--- src/rtl/rr_byte_scheduler.sv ---
// Purpose: four-channel round-robin byte scheduler with bounded bursts feeding a registered output stage.
// Latency: one cycle from input accept to out_valid/out_data/out_ch; no combinational in_data->out_data path.
// Backpressure: when the output register is full and out_ready is low, all in_ready drop and all state holds.
//
// Ports:
//   clk        - single clock, all state on the rising edge
//   rst_n      - synchronous active-low reset
//   in_valid   - per-channel request (bit i = channel i)
//   in_ready   - per-channel accept, at most one bit high
//   in_data    - channel i byte at [DATA_W*i +: DATA_W]
//   out_valid  - output register holds a byte
//   out_ready  - downstream accept
//   out_data   - forwarded byte
//   out_ch     - source channel of out_data; drives the downstream 4:1 mux select
//
// Parameters:
//   DATA_W     - byte width per channel
//   MAX_BURST  - max consecutive beats granted to one channel (1..15)
//
// Build option:
//   SCHED_FIXED_PRIO_EN - when defined, the idle winner is the lowest-index valid
//                         channel and the round-robin pointer is not consulted.
//                         Burst limit and burst-end rules are unchanged.

module rr_byte_scheduler #(
  parameter int DATA_W    = 8,
  parameter int MAX_BURST = 4
) (
  input  logic                  clk,
  input  logic                  rst_n,
  input  logic [3:0]            in_valid,
  output logic [3:0]            in_ready,
  input  logic [4*DATA_W-1:0]   in_data,
  output logic                  out_valid,
  input  logic                  out_ready,
  output logic [DATA_W-1:0]     out_data,
  output logic [1:0]            out_ch
);

  typedef enum logic {
    S_IDLE  = 1'b0,
    S_BURST = 1'b1
  } state_t;

  localparam logic [3:0] BURST_LIM = 4'(MAX_BURST);
  // With a limit of one beat there is never a second beat to own, so the
  // BURST state is bypassed entirely and the pointer advances per grant.
  localparam bit MULTI_BEAT = (MAX_BURST > 1);

  state_t      state;
  state_t      state_nxt;
  logic [1:0]  ptr;
  logic [1:0]  ptr_nxt;
  logic [1:0]  owner;
  logic [1:0]  owner_nxt;
  logic [3:0]  cnt;
  logic [3:0]  cnt_nxt;

  logic        load;
  logic        win_found;
  logic [1:0]  winner;
  logic [1:0]  grant_ch;
  logic        grant_en;
  logic        xfer;
  logic [DATA_W-1:0] sel_data;

  // The output register can take a new byte when empty or when its current
  // byte is leaving on this same edge.
  assign load = !out_valid || out_ready;

  // ---------------------------------------------------------------------------
  // Idle winner selection
  // ---------------------------------------------------------------------------
`ifdef SCHED_FIXED_PRIO_EN
  always_comb begin
    win_found = 1'b0;
    winner    = 2'd0;
    // Descending scan so the lowest valid index is the last one written.
    for (int k = 3; k >= 0; k--) begin
      if (in_valid[k]) begin
        win_found = 1'b1;
        winner    = 2'(k);
      end
    end
  end
`else
  logic [7:0] vv_rot;
  logic [3:0] rot_valid;
  logic [1:0] win_ofs;

  always_comb begin
    // Rotate the request vector so that bit 0 corresponds to channel ptr;
    // the first set bit of the rotated vector is then the offset from ptr.
    vv_rot    = {in_valid, in_valid} >> ptr;
    rot_valid = vv_rot[3:0];
    win_found = 1'b0;
    win_ofs   = 2'd0;
    for (int k = 3; k >= 0; k--) begin
      if (rot_valid[k]) begin
        win_found = 1'b1;
        win_ofs   = 2'(k);
      end
    end
    // 2-bit addition wraps naturally mod 4.
    winner = ptr + win_ofs;
  end
`endif

  // ---------------------------------------------------------------------------
  // Grant and handshake
  // ---------------------------------------------------------------------------
  always_comb begin
    grant_ch = 2'd0;
    grant_en = 1'b0;
    case (state)
      S_IDLE: begin
        grant_ch = winner;
        grant_en = load && win_found;
      end
      S_BURST: begin
        // Owner is offered the slot whenever the output can load, even if it
        // has dropped valid; in that case the burst ends this cycle.
        grant_ch = owner;
        grant_en = load;
      end
      default: begin
        grant_ch = 2'd0;
        grant_en = 1'b0;
      end
    endcase
  end

  always_comb begin
    in_ready = 4'b0000;
    if (rst_n && grant_en) begin
      in_ready = 4'b0001 << grant_ch;
    end
  end

  assign xfer = |(in_ready & in_valid);

  // Only the granted lane is muxed into the output register's D input.
  assign sel_data = in_data[DATA_W*grant_ch +: DATA_W];

  // ---------------------------------------------------------------------------
  // Next-state logic
  // ---------------------------------------------------------------------------
  always_comb begin
    state_nxt = state;
    ptr_nxt   = ptr;
    owner_nxt = owner;
    cnt_nxt   = cnt;
    case (state)
      S_IDLE: begin
        if (xfer) begin
          if (MULTI_BEAT) begin
            state_nxt = S_BURST;
            owner_nxt = winner;
            cnt_nxt   = 4'd1;
          end else begin
            ptr_nxt   = winner + 2'd1;
          end
        end
      end
      S_BURST: begin
        if (xfer) begin
          cnt_nxt = cnt + 4'd1;
          // Expiry hands over to IDLE with no bubble: IDLE arbitrates on the
          // very next cycle.
          if (cnt_nxt == BURST_LIM) begin
            ptr_nxt   = owner + 2'd1;
            state_nxt = S_IDLE;
          end
        end else if (load && !in_valid[owner]) begin
          // Owner went quiet while the slot was open: give up the burst. No
          // other channel is granted this cycle, which costs one bubble.
          ptr_nxt   = owner + 2'd1;
          state_nxt = S_IDLE;
        end
      end
      default: begin
        state_nxt = S_IDLE;
      end
    endcase
  end

  // ---------------------------------------------------------------------------
  // State and output registers
  // ---------------------------------------------------------------------------
  always_ff @(posedge clk) begin
    if (!rst_n) begin
      state     <= S_IDLE;
      ptr       <= 2'd0;
      owner     <= 2'd0;
      cnt       <= 4'd0;
      out_valid <= 1'b0;
      out_data  <= '0;
      out_ch    <= 2'd0;
    end else begin
      state <= state_nxt;
      ptr   <= ptr_nxt;
      owner <= owner_nxt;
      cnt   <= cnt_nxt;
      if (xfer) begin
        // A concurrent out_ready means the old byte leaves on this edge as
        // the new one lands, so out_valid simply stays high.
        out_valid <= 1'b1;
        out_data  <= sel_data;
        out_ch    <= grant_ch;
      end else if (out_ready) begin
        out_valid <= 1'b0;
      end
    end
  end

endmodule

--- config.mk ---
export PLATFORM = sky130hd
export DESIGN_NAME = rr_byte_scheduler
export DESIGN_NICKNAME = d
export VERILOG_FILES = /design/src/rtl/rr_byte_scheduler.sv
export SDC_FILE = /design/constraint.sdc
export NUM_CORES = 1
export LEC_CHECK = 0
export BUFFER_PORTS_ARGS = -buffer_cell sky130_fd_sc_hd__buf_2
export CORE_MARGIN = 2
export CORE_UTILIZATION = 52
export CTS_CLUSTER_SIZE = 24
export DETAILED_ROUTE_END_ITERATION = 8
export PLACE_DENSITY = 0.85
export SYNTH_ARGS = -nofsm -noshare
export SYNTH_HDL_FRONTEND = slang
export SYNTH_SLANG_ARGS = --single-unit
--- constraint.sdc ---
create_clock -name clk -period 6.2 [get_ports clk]
set_input_delay 0.31 -clock clk [delete_from_list [all_inputs] [get_ports clk]]
set_output_delay 0.31 -clock clk [all_outputs]
set_load 0.01 [all_outputs]
After elaboration in Yosys (flattened, before gate mapping). Index checks and enable logic that the tools add are counted.

Bits in registers: 20. Output and inout port bits: 15. Word-level logic and storage cells: 59.

Add/sub/neg operators: 3. Order comparisons: 1. Equality and inequality tests: 5. Shift operators: 3. Multiplexer cells: 27. Bitwise logic cells: 2. Reduce and logical (&&, ||, !) cells: 11.

Operators by type and width (number): 32-bit by 6-bit indexed part select with 8-bit output (1); 2-bit 2-to-1 mux (8); 4-bit 2-to-1 mux (3); 1-bit 2-to-1 mux (11); 4-bit one-hot mux with 2 select lines (1); 8-bit by 2-bit right shift with 4-bit output (1); 4-bit by 1-bit adder with 4-bit output (second input constant) (1); 4-bit bitwise AND (1); 4-bit by 3-bit == test with 1-bit output (second input constant) (1); 1-bit one-hot mux with 2 select lines (2); 2-bit one-hot mux with 2 select lines (1); 2-bit AND reduction (2); 4-bit OR reduction (1); 1-bit by 2-bit << shifter with 4-bit output (first input constant) (1); 1-bit logical AND (3); 2-bit by 3-bit < comparator with 1-bit output (second input constant) (1); 3-bit by 1-bit != test with 1-bit output (second input constant) (1); 3-bit by 2-bit != test with 1-bit output (second input constant) (1); 3-bit AND reduction (1); 2-bit by 1-bit adder with 2-bit output (second input constant) (1); 2-bit adder (1); 1-bit binary-select mux with 2-bit select (1); 1-bit zero test (2); 2-bit by 1-bit != test with 1-bit output (second input constant) (1); 4 further kinds (4).

Longest topological paths before layout. Gate-level depths: netlist (run 1).

Depth in word-level cells: 13. Depth in mapped cells: 15. Mapped depth without buffers: 13.

Least setup slack after synthesis (run 1). No wires, ideal clock.

Path type: reg-to-reg. From: reg ptr[0]. To: reg out_ch[0]. Data arrival time: 2.819 ns. Data required time: 6.084 ns. Setup slack: 3.265 ns. Cell stages (with the launch flop): 12. Period minus slack after synthesis: 2.935 ns. Cell sequence: dfxtp_1 buf_2 nor2_1 a211oi_1 a21oi_1 a211o_1 ha_1 mux2i_1 mux2i_1 a211oi_4 buf_4 o211a_1.

Word-level cells in the longest chain between the ends: 11.

Ends and longest elaborated chain: start, declared (line 52) `logic [1:0] ptr;`; start signal, assigned (line 201) `ptr <= ptr_nxt;`; 8-bit by 2-bit right shift with 4-bit output (line 94) `vv_rot = {in_valid, in_valid} >> ptr;`; 2-bit 2-to-1 mux (4 in series) (line 99) `if (rot_valid[k]) begin`; 2-bit adder (*) (line 105) `winner = ptr + win_ofs;`; net winner[0] (line 61) `logic [1:0] winner;`; 2-bit one-hot mux with 2 select lines (*) (line 115) `case (state)`; 1-bit by 2-bit << shifter with 4-bit output (line 136) `in_ready = 4'b0001 << grant_ch;`; 4-bit 2-to-1 mux (line 135) `if (rst_n && grant_en) begin`; 4-bit bitwise AND (line 140) `assign xfer = |(in_ready & in_valid);`; 4-bit OR reduction (line 140); end signal, assigned (line 209) `out_ch <= grant_ch;`; end, declared (line 37) `output logic [1:0] out_ch`.

The timed path passes the listed nets; every way through them passes the cells marked *. A chain may end at the register's enable or synchronous reset.

Worst setup path after layout (run 1).
From: reg ptr[0]. To: reg cnt[2].

Word-level cells in the longest chain between the ends: 13.

Ends and longest elaborated chain: 8-bit by 2-bit right shift with 4-bit output (line 94); 2-bit 2-to-1 mux (4 in series) (line 99); 2-bit adder (*) (line 105); net winner[0] (line 61); 2-bit one-hot mux with 2 select lines (*) (line 115); 1-bit by 2-bit << shifter with 4-bit output (*) (line 136); 4-bit 2-to-1 mux (*) (line 135); 4-bit bitwise AND (*) (line 140); 4-bit OR reduction (*) (line 140); 2-bit != test (no source line) / 2-bit by 1-bit != test with 1-bit output (equally long branches); 2-bit AND reduction (no source line) (*); end signal, assigned (line 203) `cnt <= cnt_nxt;`; end, declared (line 56) `logic [3:0] cnt;`.

Marked as above.

==> key figures, run 1 <==
Outcome
  • Status: complete, no violations

Die
  • Cell row count: 18
  • Die width: ~55 um
  • # IOs: between 50 and 60
  • Chip Height: approximately 55 um
  • Die area: ~0.0031 mm2
  • Core area: roughly 0.0025 mm2
  • Initial Utilization: 0.553

Synthesis
  • Simple-gate share of the synthesized area: 0.201
  • Syn nets: 195
  • Top cell type's share of synthesized area: 0.293
  • Cell taking the most area after synthesis: dfxtp_1
  • XOR/XNOR Fraction of Synth Area: 0.0311
  • Yosys warns: 0
  • Sequential share of the synthesized area: 0.293
  • Number of synthesized register bits: 20
  • Post-synth cell types: 43
  • Area of the mapped netlist: about 0.0014 mm2
  • Synth Area in Compound Gates: 0.235
  • Mux share of post-synthesis cell area: 0.163
  • Post-Syn Instances: around 150
  • Syn Area/Cell: a little under 9 um2
  • Main combinational cell family by area after synthesis: compound AO/OA/AOI/OAI gates
  • Synth top area cells: dfxtp_1, mux4_2, nand2_1
  • Synth Area in Adders: 0.0274

Finish
  • Share of cells above drive strength 1: 0.375
  • Nets: approximately 240
  • Fill count: 214
  • Finished Layout Cells: 230
  • Antenna diodes: 0
  • Multi-input combinational cell area: 900 um2
  • Syn-to-layout area delta: 20.8%
  • Sequential Area: between 400 and 500 um2
  • Final Cell Area: between 0.0015 and 0.002 mm2

Run
  • Max Cap Viol: 0

Critical path
  • Crit path top cell by count: mux2i_1
  • Worst path max stage delay: 0.87 ns
  • Startpoint types: register
  • Maximum fanout along the worst path: 28
  • CP arrival: about 3.9 ns
  • Slowest CP cell: a211oi_4
  • CP endpoint kind: register
  • Crit path cell chain: nor2_1, a211oi_1, a21oi_1, a211o_1, ha_1, mux2i_1, mux2i_1, a211oi_4, o21ai_1, a31o_1
  • CP required: around 6.4 ns
  • Worst Setup Path Type: reg2reg
  • Cell count of the worst reg-to-reg path: 10

Route
  • Wirelength per Cell: 14.0 um
  • Antenna Nets Post-Route: 0
  • 1st-pass router iterations: 4
  • Vias/cell: 5.87
  • Vias: 1,350
  • 1st-iter DRT viols: between 40 and 50
  • Number of remaining DRC errors: 0
  • Routed WL: 3.21 mm

GRT
  • Vias in the first global route: ~1,300
  • GRT Residual Overflow: 0
  • GRT Overall Usage: 0.221
  • Number of antenna violations at the first check in global routing: 0
  • Pin count of the biggest net entering global routing: 29
  • First-pass GRT wire length: between 5 and 6 mm

Power
  • Proportion of power drawn by the clock network: 0.112
  • Sequential share of power: 0.303
  • Part of the power in combinational logic: 0.586
  • Peak VDD IR: ~280 uV
  • Net switching power: around 300 uW
  • Net Sw Frac: 0.433
  • PD cells: 417 mW/mm2
  • Int Power: about 390 uW
  • Leak Pwr: 0.000732 uW

STA
  • Final setup viols: 0
  • Final WS setup: around 2.5 ns
  • Tmin final: 3.71 ns
  • Final worst-path cycle share: 0.598
  • Final Hold Fails: 0
  • Pins Over Slew Limit: 0
  • Final setup TNS: 0 ns
  • Slew headroom: 0.387
  • Worst Tran Pin Value: about 0.9 ns
  • Clock skew: between 0.004 and 0.005 ns
  • Highest clock rate: around 270 MHz
  • RSZ-0062 raised after global routing: false

Placement
  • Placed cell count: between 200 and 250
  • Port Buffer Count: 53
  • Final HPWL DP: between 2 and 2.5 mm
  • Dpl cell area: between 0.0015 and 0.002 mm2
  • RePlAce Congestion: 0.845
  • Place WS: approximately 2.6 ns

CTS
  • Clk sinks: 20
  • Worst-Skew Late Latency: about 0.30 ns
  • Clock transition at path regs: between 0.1 and 0.15 ns
  • Setup fix buffers added after clock tree synthesis: 0
  • Clk root buf: clkbuf_4
  • CTS tree: done
  • Cts hold-fix bufs: 0
  • H-tree depth: 1
  • TritonCTS Buffers: 3
  • Post-CTS Resized: 0
  • Longest Clk Path Bufs: 2

Min path
  • Hold path depth: 3
  • Hold Crit Class: in2reg
power by group through the flow:
stage	clock network (uW)	logic, uW	registers (uW)
after global placement	0	395	208
final	77.1	404	209
after CTS	78.6	406	208
after global routing	84.3	445	215
after detailed placement	0	404	210
after floorplan	0	325	207
worst max-delay path, delay by kind of cell (launching register included):
kind                       cells  cell delay [ns]
AOI/OAI and AO/OA              6             1.86
muxes                          2             0.81
DFF                            1             0.57
adders and majority gates      1             0.28
and+or+nand+nor                1             0.09
layout make-up:
| class | count | share of cell area |
|---|---|---|
| multi-input cells | 119 | 0.544 |
| repair buffers | 53 | 0.160 |
| flip-flops and latches | 20 | 0.242 |
| clock buffers | 4 | 0.0219 |
| inverters | 4 | 0.00908 |
| well taps | 30 | 0.0227 |
worst paths after layout:
kind | from | endpoint | slack [ns]
max reg2reg | ptr[0]$_SDFFE_PN0P_ | cnt[2]$_SDFFE_PN0P_ | 2.49
min | out_ready | out_valid$_SDFFE_PN0P_ | 0.35
min reg2reg | out_data[2]$_SDFFE_PN0P_ | out_data[2]$_SDFFE_PN0P_ | 0.47
max | ptr[0]$_SDFFE_PN0P_ | cnt[2]$_SDFFE_PN0P_ | 2.49
metal layers:
layer / wire length (um) / global-route usage / up-vias
met4: 33 / 0.0627 / 0
li1: - / - / 654
met3: 170 / 0.0281 / 5
met1: 1320 / 0.254 / 648
met2: 1690 / 0.423 / 43
met5: 0 / 0 / -
sequential cells by signal, summed over array words and instances, names as in the netlist:
name       flops
cnt            4
out_ch         2
out_data       8
out_valid      1
owner          2
ptr            2
state          1
cell usage after synthesis (all sizes together):
| library cell | number |
|---|---|
| nand2 | 28 |
| dfxtp | 20 |
| o21ai | 15 |
| nor2 | 13 |
| mux4 | 9 |
| buf | 7 |
| nor3 | 6 |
| nand2b | 5 |
| nand3 | 5 |
| inv | 4 |
| a21boi | 3 |
| clkbuf | 3 |
| ha | 3 |
| xnor2 | 3 |
| a211o | 2 |
| a211oi | 2 |
| a21oi | 2 |
| a31o | 2 |
| a31oi | 2 |
| mux2i | 2 |
| nor3b | 2 |
| o211a | 2 |
| o32ai | 2 |
| a2111oi | 1 |
| a32o | 1 |
| a32oi | 1 |
| nand3b | 1 |
| nor2b | 1 |
| nor4 | 1 |
| o211ai | 1 |
| o221a | 1 |
| o311a | 1 |
| o31ai | 1 |
| xor2 | 1 |
kinds of logic after synthesis:
family,Yosys count
multiplexers,11
XOR/XNOR,4
AND/OR/NAND/NOR,62
buffers and inverters,14
adder cells (fa/ha/maj),3
AO/OA/AOI/OAI,39
flip-flops,20
per-stage QoR:
step	hold WS [ns]	utilization	total power (uW)
after floorplan	0.476	-	532
after CTS	0.349	0.668	692
after detailed placement	0.450	0.653	615
after global placement	0.443	0.653	603
final	0.352	0.668	689
after global routing	0.378	0.668	744
placed cells by master (no fill, tap or decap), types with 2 or more instances in the layout:
| cell | instances |
|---|---|
| o21ai_1 | 2 |
| dfxtp_1 | 20 |
| a31oi_1 | 2 |
| nor3b_1 | 2 |
| ha_1 | 3 |
| xnor2_1 | 2 |
| buf_2 | 53 |
| o32ai_1 | 2 |
| nor3_1 | 6 |
| a21oi_1 | 2 |
| nand2_1 | 28 |
| mux2i_1 | 2 |
| nand3_1 | 5 |
| inv_1 | 3 |
| clkbuf_4 | 3 |
| mux4_2 | 9 |
| a21boi_0 | 2 |
| nand2b_1 | 5 |
| nor2_1 | 13 |
| o21ai_0 | 12 |
| a211o_1 | 2 |
No activity file was read; power rests on OpenSTA's default activity.
==> run 2: changes to the inputs <==
--- a/config.mk
+++ b/config.mk
@@ -7,10 +7,10 @@
 export LEC_CHECK = 0
 export BUFFER_PORTS_ARGS = -buffer_cell sky130_fd_sc_hd__buf_2
 export CORE_MARGIN = 2
-export CORE_UTILIZATION = 52
+export CORE_UTILIZATION = 48
 export CTS_CLUSTER_SIZE = 24
 export DETAILED_ROUTE_END_ITERATION = 8
-export PLACE_DENSITY = 0.85
+export PLACE_DENSITY = 0.79
 export SYNTH_ARGS = -nofsm -noshare
 export SYNTH_HDL_FRONTEND = slang
 export SYNTH_SLANG_ARGS = --single-unit
==> constraint.sdc (replaced) <==
create_clock -name clk -period 3.5 [get_ports clk]
set_input_delay 0.175 -clock clk [delete_from_list [all_inputs] [get_ports clk]]
set_output_delay 0.175 -clock clk [all_outputs]
set_load 0.01 [all_outputs]
==> key figures, run 2 (same netlist as run 1, synthesis figures left out) <==
Route
  • Metal-1 WL: between 1 and 1.5 mm
  • Top layer reached by signal wires: met4
  • 1st-pass router iterations: 4
  • Wirelength per Cell: about 14 um
  • Routed WL: approximately 3.2 mm
  • Routed wl met2: approximately 1.6 mm
  • Number of remaining DRC errors: 0
  • Vias: around 1,300
  • Antenna Nets Post-Route: 0
  • Vias/cell: ~5.7
  • 1st-iter DRT viols: 113
  • Met3 Wirelength: between 200 and 250 um

GRT
  • GRT Residual Overflow: 0
  • Pin count of the biggest net entering global routing: 23
  • First-pass GRT wire length: 5.75 mm
  • Number of antenna violations at the first check in global routing: 0
  • Vias in the first global route: ~1,400
  • GRT Overall Usage: 0.223

STA
  • Final setup viols: 0
  • Highest clock rate: around 320 MHz
  • Final worst-path cycle share: 0.896
  • Pins Over Slew Limit: 0
  • Clock skew: 0.00464 ns
  • Final Hold Fails: 0
  • Final setup TNS: 0 ns
  • Tmin final: about 3.1 ns
  • Worst Tran Pin Value: 0.495 ns
  • RSZ-0062 raised after global routing: false
  • Slew headroom: 0.670
  • Final WS setup: around 0.36 ns

Finish
  • Share of cells above drive strength 1: 0.387
  • Largest register FFs: 8
  • Finished Layout Cells: roughly 240
  • Syn-to-layout area delta: 22.7%
  • Most frequent cells in the layout: buf_2, nand2_1, dfxtp_1, nor2_1, o21ai_0
  • Fill count: 230
  • Antenna diodes: 0
  • Nets: 248
  • Most common cell after layout, fill and taps aside: buf_2
  • Largest register by flop count: out_data
  • Biggest regs: out_data x8, cnt x4

Min path
  • Hold Crit Class: in2reg

Die
  • Core area: between 0.002 and 0.003 mm2
  • Chip Height: roughly 57 um
  • Cell row count: 19
  • Die width: 57.4 um
  • Die area: between 0.003 and 0.004 mm2
  • # IOs: 54
  • Initial Utilization: 0.501

Critical path
  • CP arrival: approximately 3 ns
  • Maximum fanout along the worst path: 12
  • Worst Setup Path Type: reg2out
  • CP required: roughly 3.3 ns
  • Startpoint types: register
  • CP endpoint kind: primary output

Outcome
  • Status: complete, no violations

CTS
  • Longest Clk Path Bufs: 2
  • Worst-Skew Late Latency: 0.30 ns
  • Clk sinks: 20
  • CTS tree: done
  • Cts hold-fix bufs: 0
  • Clk root buf: clkbuf_4
  • H-tree depth: 1
  • Setup fix buffers added after clock tree synthesis: 0
  • Post-CTS Resized: 0
  • Clock transition at path regs: ~0.11 ns
  • TritonCTS Buffers: 3

Power
  • Peak VDD IR: 501 uV
  • Leak Pwr: 0.000749 uW
  • PD cells: around 740 mW/mm2
  • Total power: 1250 uW

Placement
  • Final HPWL DP: roughly 2.5 mm
  • Place WS: about 0.42 ns
  • RePlAce Congestion: 0.912
  • Placed cell count: roughly 230
  • Port Buffer Count: 53

Run
  • Max Cap Viol: 0
-- run 2: layer usage --
layer  track usage  vias to the layer above
li1              -                      660
met1         0.262                      620
met2         0.386                       56
met3        0.0363                        8
met4         0.116                        0
met5             0                        -
-- run 2: final cells by class --
type	instances	area [um2]	area share
multi-input combinational	119	900	0.536
clock buffer	3	22.5	0.0134
tap	31	38.8	0.0231
sequential	20	400	0.238
inverter	4	15.0	0.00894
timing repair buffer	58	303	0.180
-- run 2: per-stage QoR --
stage | util | area, um2 | hold slack (ns)
after floorplan | - | 1370 | 0.412
after global placement | 0.606 | 1660 | 0.442
after detailed placement | 0.606 | 1660 | 0.450
after CTS | 0.614 | 1680 | 0.191
after global routing | 0.614 | 1680 | 0.232
final | 0.614 | 1680 | 0.195
-- run 2: final timing paths --
| check | endpoint | slack [ns] | startpoint | cells after the start |
|---|---|---|---|---|
| setup reg to reg | out_ch[0]$_SDFFE_PN0P_ | 0.38 | ptr[0]$_SDFFE_PN0P_ | 13 |
| hold reg to reg | out_data[0]$_SDFFE_PN0P_ | 0.46 | out_data[0]$_SDFFE_PN0P_ | 2 |
| hold / removal | out_valid$_SDFFE_PN0P_ | 0.20 | out_ready | 3 |
| setup / recovery | in_ready[0] | 0.36 | ptr[0]$_SDFFE_PN0P_ | 12 |
-- run 2: worst max-delay path: stages (launching register included) --
cell and delay, ns:
dfxtp_1 0.55, nor2_1 0.09, a211oi_1 0.24, a21oi_1 0.06, a211o_1 0.23, ha_1 0.19, xor2_1 0.16, xnor2_2 0.18
o21ai_2 0.30, buf_4 0.26, nand2b_1 0.12, nor2_1 0.12, buf_2 0.15
-- run 2: where the power goes --
| group | internal, uW | leakage [uW] | switching, uW | total [uW] |
|---|---|---|---|---|
| logic | 372 | 0.000571 | 397 | 769 |
| registers | 297 | 0.000164 | 73.2 | 370 |
| clock network | 40.2 | 0.0000138 | 68.5 | 109 |
| total | 709 | 0.000749 | 539 | 1250 |
